**config.mk**
```make
export PLATFORM = sky130hd
export DESIGN_NAME = inv_key_schedule
export DESIGN_NICKNAME = d
export VERILOG_FILES = /design/src/rtl/inv_key_schedule.sv
export SDC_FILE = /design/constraint.sdc
export NUM_CORES = 2
export LEC_CHECK = 0
export CORE_UTILIZATION = 60
export DETAILED_ROUTE_END_ITERATION = 6
export PLACE_DENSITY_LB_ADDON = 0.2
export SYNTH_ARGS = -nofsm -noshare
export SYNTH_HDL_FRONTEND = slang
export SYNTH_SLANG_ARGS = --single-unit
export TNS_END_PERCENT = 100
```
**constraint.sdc**
```tcl
create_clock -name clk -period 38.9 [get_ports clk]
set_input_delay 7.78 -clock clk [delete_from_list [all_inputs] [get_ports clk]]
set_output_delay 7.78 -clock clk [all_outputs]
set_load 0.1 [all_outputs]
```
**src/rtl/inv_key_schedule.sv**
```systemverilog
// Reverse-order AES-128 round-key generator: forward schedule to round 10, then one backward step per accepted key.
// Latency: key_valid 10 cycles after the start edge; with INV_KS_CACHE_EN a repeated cipher key gives 1 cycle.
// Backpressure: key_out/key_round hold while key_valid & !key_ready; a held key_ready drains one key per cycle.
module inv_key_schedule #(
  parameter int NR    = 10,
  parameter int KEY_W = 128
) (
  input  logic             clk,
  input  logic             rst_n,
  input  logic             start,
  input  logic [KEY_W-1:0] key_in,
  output logic             busy,
  output logic [KEY_W-1:0] key_out,
  output logic [3:0]       key_round,
  output logic             key_valid,
  input  logic             key_ready,
  output logic             done
);

  localparam logic [1:0] ST_IDLE = 2'd0;
  localparam logic [1:0] ST_FWD  = 2'd1;
  localparam logic [1:0] ST_OUT  = 2'd2;
`ifdef INV_KS_CACHE_EN
  localparam logic [1:0] ST_HIT  = 2'd3;
`endif

  logic [1:0]       state_q, state_d;
  logic [3:0]       cnt_q, cnt_d;
  logic [KEY_W-1:0] key_q, key_d;
  logic [3:0]       round_q, round_d;
  logic             valid_q, valid_d;
  logic             busy_q, busy_d;
  logic             done_q, done_d;

`ifdef INV_KS_CACHE_EN
  logic [KEY_W-1:0] cache_key_q, cache_key_d;
  logic [KEY_W-1:0] cache_r10_q, cache_r10_d;
  logic             cache_vld_q, cache_vld_d;
`endif

  function automatic logic [7:0] xtime(input logic [7:0] b);
    return {b[6:0], 1'b0} ^ (b[7] ? 8'h1b : 8'h00);
  endfunction

  function automatic logic [7:0] gf_mul(input logic [7:0] a, input logic [7:0] b);
    logic [7:0] acc;
    logic [7:0] sh;
    acc = 8'h00;
    sh  = a;
    for (int i = 0; i < 8; i++) begin
      if (b[i]) acc = acc ^ sh;
      sh = xtime(sh);
    end
    return acc;
  endfunction

  // S-box byte: multiplicative inverse as x^254 (0 maps to 0), then the AES affine transform.
  function automatic logic [7:0] sbox(input logic [7:0] x);
    logic [7:0] sq;
    logic [7:0] inv;
    sq  = x;
    inv = 8'h01;
    for (int k = 1; k < 8; k++) begin
      sq  = gf_mul(sq, sq);
      inv = gf_mul(inv, sq);
    end
    return inv ^ {inv[6:0], inv[7]} ^ {inv[5:0], inv[7:6]} ^
           {inv[4:0], inv[7:5]} ^ {inv[3:0], inv[7:4]} ^ 8'h63;
  endfunction

  // 32-bit subBytes: the same word-wide S-box stage the forward key expansion uses.
  function automatic logic [31:0] sub_word(input logic [31:0] w);
    return {sbox(w[31:24]), sbox(w[23:16]), sbox(w[15:8]), sbox(w[7:0])};
  endfunction

  function automatic logic [31:0] rcon(input logic [3:0] i);
    logic [7:0] r;
    case (i)
      4'd0:    r = 8'h01;
      4'd1:    r = 8'h02;
      4'd2:    r = 8'h04;
      4'd3:    r = 8'h08;
      4'd4:    r = 8'h10;
      4'd5:    r = 8'h20;
      4'd6:    r = 8'h40;
      4'd7:    r = 8'h80;
      4'd8:    r = 8'h1b;
      4'd9:    r = 8'h36;
      default: r = 8'h00;
    endcase
    return {r, 24'h000000};
  endfunction

  logic [31:0]      w0, w1, w2, w3;
  logic [31:0]      sb_src, sb_mix;
  logic [3:0]       rc_idx;
  logic [KEY_W-1:0] fwd_key, bwd_key;

  // One shared SubWord/rcon path: forward steps feed w3 with rcon(cnt), backward steps feed w3^w2 with rcon(r-1).
  always_comb begin
    w0      = key_q[127:96];
    w1      = key_q[95:64];
    w2      = key_q[63:32];
    w3      = key_q[31:0];
    sb_src  = (state_q == ST_FWD) ? w3 : (w3 ^ w2);
    rc_idx  = (state_q == ST_FWD) ? cnt_q : (round_q - 4'd1);
    sb_mix  = sub_word({sb_src[23:0], sb_src[31:24]}) ^ rcon(rc_idx);
    fwd_key[127:96] = w0 ^ sb_mix;
    fwd_key[95:64]  = w1 ^ fwd_key[127:96];
    fwd_key[63:32]  = w2 ^ fwd_key[95:64];
    fwd_key[31:0]   = w3 ^ fwd_key[63:32];
    bwd_key = {w0 ^ sb_mix, w1 ^ w0, w2 ^ w1, w3 ^ w2};
  end

  // Sequencer: IDLE accepts start, FWD climbs to round 10, OUT walks back to round 0 under the handshake.
  always_comb begin
    state_d = state_q;
    cnt_d   = cnt_q;
    key_d   = key_q;
    round_d = round_q;
    valid_d = valid_q;
    busy_d  = busy_q;
    done_d  = 1'b0;
`ifdef INV_KS_CACHE_EN
    cache_key_d = cache_key_q;
    cache_r10_d = cache_r10_q;
    cache_vld_d = cache_vld_q;
`endif
    case (state_q)
      ST_IDLE: begin
        if (start) begin
          busy_d = 1'b1;
          cnt_d  = 4'd0;
`ifdef INV_KS_CACHE_EN
          if (cache_vld_q && (key_in == cache_key_q)) begin
            key_d   = cache_r10_q;
            state_d = ST_HIT;
          end else begin
            key_d       = key_in;
            state_d     = ST_FWD;
            cache_key_d = key_in;
            cache_vld_d = 1'b0;
          end
`else
          key_d   = key_in;
          state_d = ST_FWD;
`endif
        end
      end
      ST_FWD: begin
        key_d = fwd_key;
        cnt_d = cnt_q + 4'd1;
        if (cnt_q == 4'(NR - 1)) begin
          round_d = 4'(NR);
          valid_d = 1'b1;
          state_d = ST_OUT;
`ifdef INV_KS_CACHE_EN
          cache_r10_d = fwd_key;
          cache_vld_d = 1'b1;
`endif
        end
      end
      ST_OUT: begin
        if (key_ready) begin
          if (round_q != 4'd0) begin
            key_d   = bwd_key;
            round_d = round_q - 4'd1;
          end else begin
            valid_d = 1'b0;
            busy_d  = 1'b0;
            done_d  = 1'b1;
            state_d = ST_IDLE;
          end
        end
      end
`ifdef INV_KS_CACHE_EN
      ST_HIT: begin
        round_d = 4'(NR);
        valid_d = 1'b1;
        state_d = ST_OUT;
      end
`endif
      default: state_d = ST_IDLE;
    endcase
  end

  // Schedule state; reset aborts any schedule in flight.
  always_ff @(posedge clk or negedge rst_n) begin
    if (!rst_n) begin
      state_q <= ST_IDLE;
      cnt_q   <= 4'd0;
      key_q   <= '0;
      round_q <= 4'd0;
      valid_q <= 1'b0;
      busy_q  <= 1'b0;
      done_q  <= 1'b0;
    end else begin
      state_q <= state_d;
      cnt_q   <= cnt_d;
      key_q   <= key_d;
      round_q <= round_d;
      valid_q <= valid_d;
      busy_q  <= busy_d;
      done_q  <= done_d;
    end
  end

`ifdef INV_KS_CACHE_EN
  // Round-10 cache; reset drops the valid flag so the next start recomputes.
  always_ff @(posedge clk or negedge rst_n) begin
    if (!rst_n) begin
      cache_key_q <= '0;
      cache_r10_q <= '0;
      cache_vld_q <= 1'b0;
    end else begin
      cache_key_q <= cache_key_d;
      cache_r10_q <= cache_r10_d;
      cache_vld_q <= cache_vld_d;
    end
  end
`endif

  assign busy      = busy_q;
  assign key_out   = key_q;
  assign key_round = round_q;
  assign key_valid = valid_q;
  assign done      = done_q;

endmodule

```
======== Word-level counts from Yosys, hierarchy flattened ========
Memory sizes are Yosys's and may differ from the RTL's.
Index checks and enable logic that the tools add are counted.
word-level totals
  output and inout bits ................... 135
  logic and storage cells ................. 1652
  memories ................................ 1
  register bits after elaboration ......... 141
  input bits .............................. 132
  bits in read-only memories .............. 128
memory list
  name             depth  bits a word  read ports  clocked after Yosys merged registers in  write ports  RTL line  text
  (no name shown)  16     8            1           0                                        0            78        case (i)
cells by class
  equality and inequality tests ........... 8
  $add $sub $neg .......................... 2
  reductions and logical operators ........ 12
  mux-type cells .......................... 838
  bitwise gates (word level) .............. 784
operator list
  kind                                                            count
  8-bit 2-to-1 mux                                                420
  8-bit bitwise XOR                                               380
  8-bit by 5-bit bitwise XOR with 8-bit output                    364
  5-bit 2-to-1 mux                                                368
  128-bit 2-to-1 mux                                              3
  128-bit case mux with 3 select lines                            1
  32-bit bitwise XOR                                              8
  4-bit 2-to-1 mux                                                9
  32-bit 2-to-1 mux                                               1
  7-bit 2-to-1 mux                                                4
  1-bit inverter (first input constant)                           28
  6-bit 2-to-1 mux                                                4
  4-bit AND reduction                                             5
  2-bit 2-to-1 mux                                                8
  4-bit inverter                                                  4
  4-bit case mux with 2 select lines                              2
  3-bit 2-to-1 mux                                                4
  1-bit 2-to-1 mux                                                11
  2-bit != test (second input constant)                           4
  2-bit case mux with 3 select lines                              1
  2-bit nonzero test                                              3
  4-bit by 1-bit adder with 4-bit output (second input constant)  1
  4-bit equality test (second input constant)                     1
  1-bit case mux with 2 select lines                              2
  8 further kinds                                                 8

======== Depth between registers and ports, before layout ========
  depth after elaboration ................. 140
  depth in mapped cells ................... 77
  mapped depth without buffers ............ 64

======== Worst setup path after synthesis ========
No wires, ideal clock.
  path type ............................... register to register
  start ................................... reg key_q[48], in the netlist key_out[48]
  end ..................................... reg key_q[91], in the netlist key_out[91]
  path buffers ............................ 10
  arrival time ............................ 16.396 ns
  cell stages (with the launch flop) ...... 70
  setup slack ............................. 22.434 ns
  required time ........................... 38.829 ns
  library setup time ...................... 0.071 ns
  clock period less this slack ............ 16.466 ns
  path through ............................ dfrtp_1 buf_2 nor2b_1 xnor2_1 inv_1 ha_1 buf_2 xnor2_1 nand3_1 o31ai_1 a21oi_1 xnor2_1 inv_1 ha_1 buf_1 nand2_1 xor2_1 xnor2_1 [... 34 more ...] nor2_1 xnor3_1 xnor2_2 xnor2_1 xnor2_1 xor2_1 buf_4 mux2i_1 xor2_1 o22ai_1 xor2_1 xnor2_1 xnor2_1 xnor2_1 xnor3_2 xnor3_1 or4_1 nand4_1
on the way
  longest elaborated chain between the ends .. 134
  elaborated cells between the ends (all ways) .. 388
  those cells by class .................... mux (198); bitwise (190)
ends and longest elaborated chain
  item                                    RTL line  text
  from (decl)                             29        logic [KEY_W-1:0] key_q, key_d;
  from (signal assigned)                  200       key_q <= key_d;
  32-bit bitwise XOR *                    105       sb_src = (state_q == ST_FWD) ? w3 : (w3 ^ w2);
  32-bit 2-to-1 mux *                     105
  8-bit 2-to-1 mux                        51        if (b[i]) acc = acc ^ sh;
  8-bit bitwise XOR                       51
  8-bit 2-to-1 mux                        51
  8-bit bitwise XOR                       51
  8-bit 2-to-1 mux                        51
  8-bit bitwise XOR                       51
  [... 116 more ...]                      -
  8-bit bitwise XOR                       51
  8-bit 2-to-1 mux *                      51
  8-bit bitwise XOR (3 in a row)          67        return inv ^ {inv[6:0], inv[7]} ^ {inv[5:0], inv[7:6]} ^
  8-bit bitwise XOR *                     68        {inv[4:0], inv[7:5]} ^ {inv[3:0], inv[7:4]} ^ 8'h63;
  32-bit bitwise XOR *                    107       sb_mix = sub_word({sb_src[23:0], sb_src[31:24]}) ^ rcon(rc_idx);
  32-bit bitwise XOR *                    108       fwd_key[127:96] = w0 ^ sb_mix;
  32-bit bitwise XOR *                    109       fwd_key[95:64] = w1 ^ fwd_key[127:96];
  128-bit case mux with 3 select lines *  129       case (state_q)
Mark *: on every way between the ends. The rest lies on a longest branch, timed or not.
A chain may end at the register's enable or synchronous reset.

======== Worst setup path in the final report ========
  start ................................... reg state_q[1]
  end ..................................... reg key_q[9], in the netlist key_out[9]
on the way
  longest elaborated chain between the ends .. 137
  elaborated cells between the ends (all ways) .. 405
  those cells by class .................... eq/ne (5); mux (205); bitwise (192); reduce/logical (3)
ends and longest elaborated chain
  item                                                                                      RTL line  text
  from (decl)                                                                               27        logic [1:0] state_q, state_d;
  from (signal assigned)                                                                    198       state_q <= state_d;
  2-bit by 1-bit equality test with 1-bit output                                            105, 129
  32-bit 2-to-1 mux                                                                         105
  5-bit 2-to-1 mux (tied with other cells)                                                  42        return {b[6:0], 1'b0} ^ (b[7] ? 8'h1b : 8'h00);
  8-bit by 5-bit bitwise XOR with 8-bit output / 8-bit bitwise XOR (equally long branches)  42, 51
  8-bit bitwise XOR / 8-bit 2-to-1 mux (equally long branches)                              51
  8-bit 2-to-1 mux / 8-bit bitwise XOR (equally long branches)                              51
  8-bit bitwise XOR / 8-bit 2-to-1 mux (equally long branches)                              51
  8-bit 2-to-1 mux / 8-bit bitwise XOR (equally long branches)                              51
  [... 121 more ...]                                                                        -
  8-bit bitwise XOR                                                                         68
  4-bit inverter (no source line)                                                           -
  32-bit bitwise XOR                                                                        107
  32-bit bitwise XOR                                                                        108
  32-bit bitwise XOR                                                                        109
  32-bit bitwise XOR                                                                        110       fwd_key[63:32] = w2 ^ fwd_key[95:64];
  32-bit bitwise XOR                                                                        111       fwd_key[31:0] = w3 ^ fwd_key[63:32];
  128-bit case mux with 3 select lines                                                      129
Several ways; a longest one is shown, not always the timed one.

==> results.cfg <==
[timing]
finalCriticalPeriod_ns = 21.70
setup_violations = 0
hold_slack_ns = 0.526
fin_skew_ns = 0.0186
slew_headroom_pct = 11.1
fmax_mhz = 46.1
slew_violations = 0
tightest_slew_ns = 1.32
hold_viol = 0
finalCritPeriodShare_pct = 55.8
setup-tns-final_ns = 0
rsz0062_at_grt = false

[status]
status = complete, but fails checks
violations = design-rule violations

[worst_setup_path]
critPathRequiredTime_ns = 39.26
crit_buf_inv = 10
path_class = flip-flop to flip-flop
cp_top_family = XOR/XNOR gates
cp_common_cell = xnor2_1
max_stage_delay_ns = 0.91
startpoint_type = flip-flop
slowest_stage = nor2_1
crit_arrival_ns = 22.06
crit_path_end_kind = flip-flop
path_max_fanout = 80

[floorplan]
rows = 123
chipWidth_um = 340
chipHeight_um = 340
ios = 267
start_util_pct = 60.6
die_area_um2 = 115000
core_area_um2 = 113000

[detailed_routing]
drt-wirelength-per-cell_um = 21.4
first_iter_violations = 8433
drc = 10
vias = 67500
ant_nets = 0
avgViaCountPerCell = 6.40
wirelength_um = 226000
dr.pass1.iters = 7

[placement]
dp_hpwl_um = 167000
port_buffers = 266
gp_congestion = 1.00

[global_route]
grt_max_degree = 81
grt_pass1_wl_um = 352000
track_usage_pct = 37.5
grt_pass1_vias = 61600
grt_antenna_before_repair = 20
grt-ovfl-total = 0

[worst_hold_path]
hp-class = flip-flop to flip-flop

[logic_synthesis]
synthArstFlopShare_pct = 100
avgSynthCellArea_um2 = 7.50
dominantRegCellSynth = dfrtp_1
syn_area_um2 = 68400
ys_seq_area_share_pct = 5.16
ys_ff_latch = 141
yosysWarnings = 0
synth.distinct_cells = 129
synth_nets = 9284
synth_edf_count = 0
syn_inst = 9125

[cts]
numCtsBuffers = 17
postCtsResizedCells = 0
htree_levels = 4
cts_setup_buffers = 0
tritoncts = done
cts.sinks = 141
ctsRootBufferMaster = clkbuf_16
hold_buffers = 0
clock_latency_ns = 0.50
clk_pin_slew_worst_paths_ns = 0.06
clock_path_buffers = 2

[cells_and_area]
final_nets = 9182
synthToLayoutAreaGrowth_pct = 6.56
drive_gt1_share_pct = 7.84
final_common_cell = xnor2_1
most-common-layout-cells = xnor2_1 (1693), nor2_1 (1295), nand2_1 (864)
fillers = 9888
finalCoreUtilization_pct = 64.6

[job]
cap_violations = 0
-- stage by stage --
step | std cells | setup WS, ns | instance area (um^2)
global placement | 10500 | 18.01 | 72300
detailed placement | 10500 | 17.64 | 72300
CTS | 10500 | 17.56 | 72900
global route | 10500 | 15.94 | 72900
floorplan | 9125 | 22.43 | 68400
finish | 10500 | 17.20 | 72900
-- per-layer routing --
metal / global-route usage, % / share of wire, %
met1: 50.9 / 41
met5: 0 / 0.087
met3: 7.59 / 11
met2: 58.5 / 45
met4: 14.0 / 4.0
-- worst reg2reg max path, delay by kind of cell, from the launching register on --
| kind | cells | cell delay [ns] |
|---|---|---|
| xor+xnor | 34 | 10.90 |
| simple gates | 13 | 3.22 |
| mux | 2 | 1.01 |
| flops | 1 | 0.45 |
| fa+ha+maj | 4 | 1.88 |
| buf+inv | 10 | 3.18 |
| compound gates | 3 | 0.94 |
-- final cells by class --
| class | count | area (um^2) | share of cell area (%) |
|---|---|---|---|
| Antenna cell | 3 | 7.51 | 0.0103 |
| Clock buffer | 19 | 443 | 0.608 |
| Clock inverter | 13 | 156 | 0.215 |
| Inverter | 137 | 515 | 0.707 |
| Multi-Input combinational cell | 8216 | 61900 | 84.9 |
| Sequential cell | 141 | 3530 | 4.84 |
| Tap cell | 1500 | 1880 | 2.58 |
| Timing Repair Buffer | 510 | 4480 | 6.15 |
-- sequential cells by signal (all words and copies together) (netlist names) --
register / flops
key_out: 128
cnt_q: 4
key_round: 4
state_q: 2
busy: 1
done: 1
key_valid: 1
-- cell usage after synthesis, drive strengths merged (53+ instances only) --
cell,instances,area [um^2]
buf,259,1450
xor2,607,5770
o22ai,128,813
nand3,177,886
o211ai,81,608
a221oi,53,477
a211oi,107,831
o21ai,504,2530
nor2b,90,566
inv,132,495
a21oi,485,2450
xnor2,1877,17900
nor3,289,1470
a31oi,105,669
mux2i,198,1990
nand2b,98,628
dfrtp,141,3530
xnor3,317,7180
nor2,1304,4910
clkbuf,370,1390
nand2,867,3260
a22oi,80,606
-- logic make-up (layout without fill, tap and decap cells) --
kind of cell             after synthesis  in the layout  synth area share, %
AND/OR/NAND/NOR                     3118           3118                 20.1
XOR/XNOR                            2853           2853                 46.9
AO/OA/AOI/OAI                       1967           1967                 18.6
buffers and inverters                768            679                 4.93
multiplexers                         250            250                 3.79
flip-flops                           141            141                 5.16
adder cells (fa/ha/maj)               28             28                0.509
other                                  0              3                    0
-- final timing paths --
| kind | startpoint | end | slack [ns] | depth (start not counted) |
|---|---|---|---|---|
| max | state_q[1] | key_out[9] | 17.20 | 66 |
| min | key_valid | key_valid | 0.53 | 2 |
| max reg2reg | state_q[1] | key_out[9] | 17.20 | 66 |
| min reg2reg | key_valid | key_valid | 0.53 | 2 |
| max in group asynchronous | rst_n | key_out[113] | 30.00 | 2 |
| min in group asynchronous | rst_n | key_out[100] | 7.31 | 1 |
Power is not shown: default switching activity piles up to over one toggle a cycle in this logic, so the estimate is an artifact.
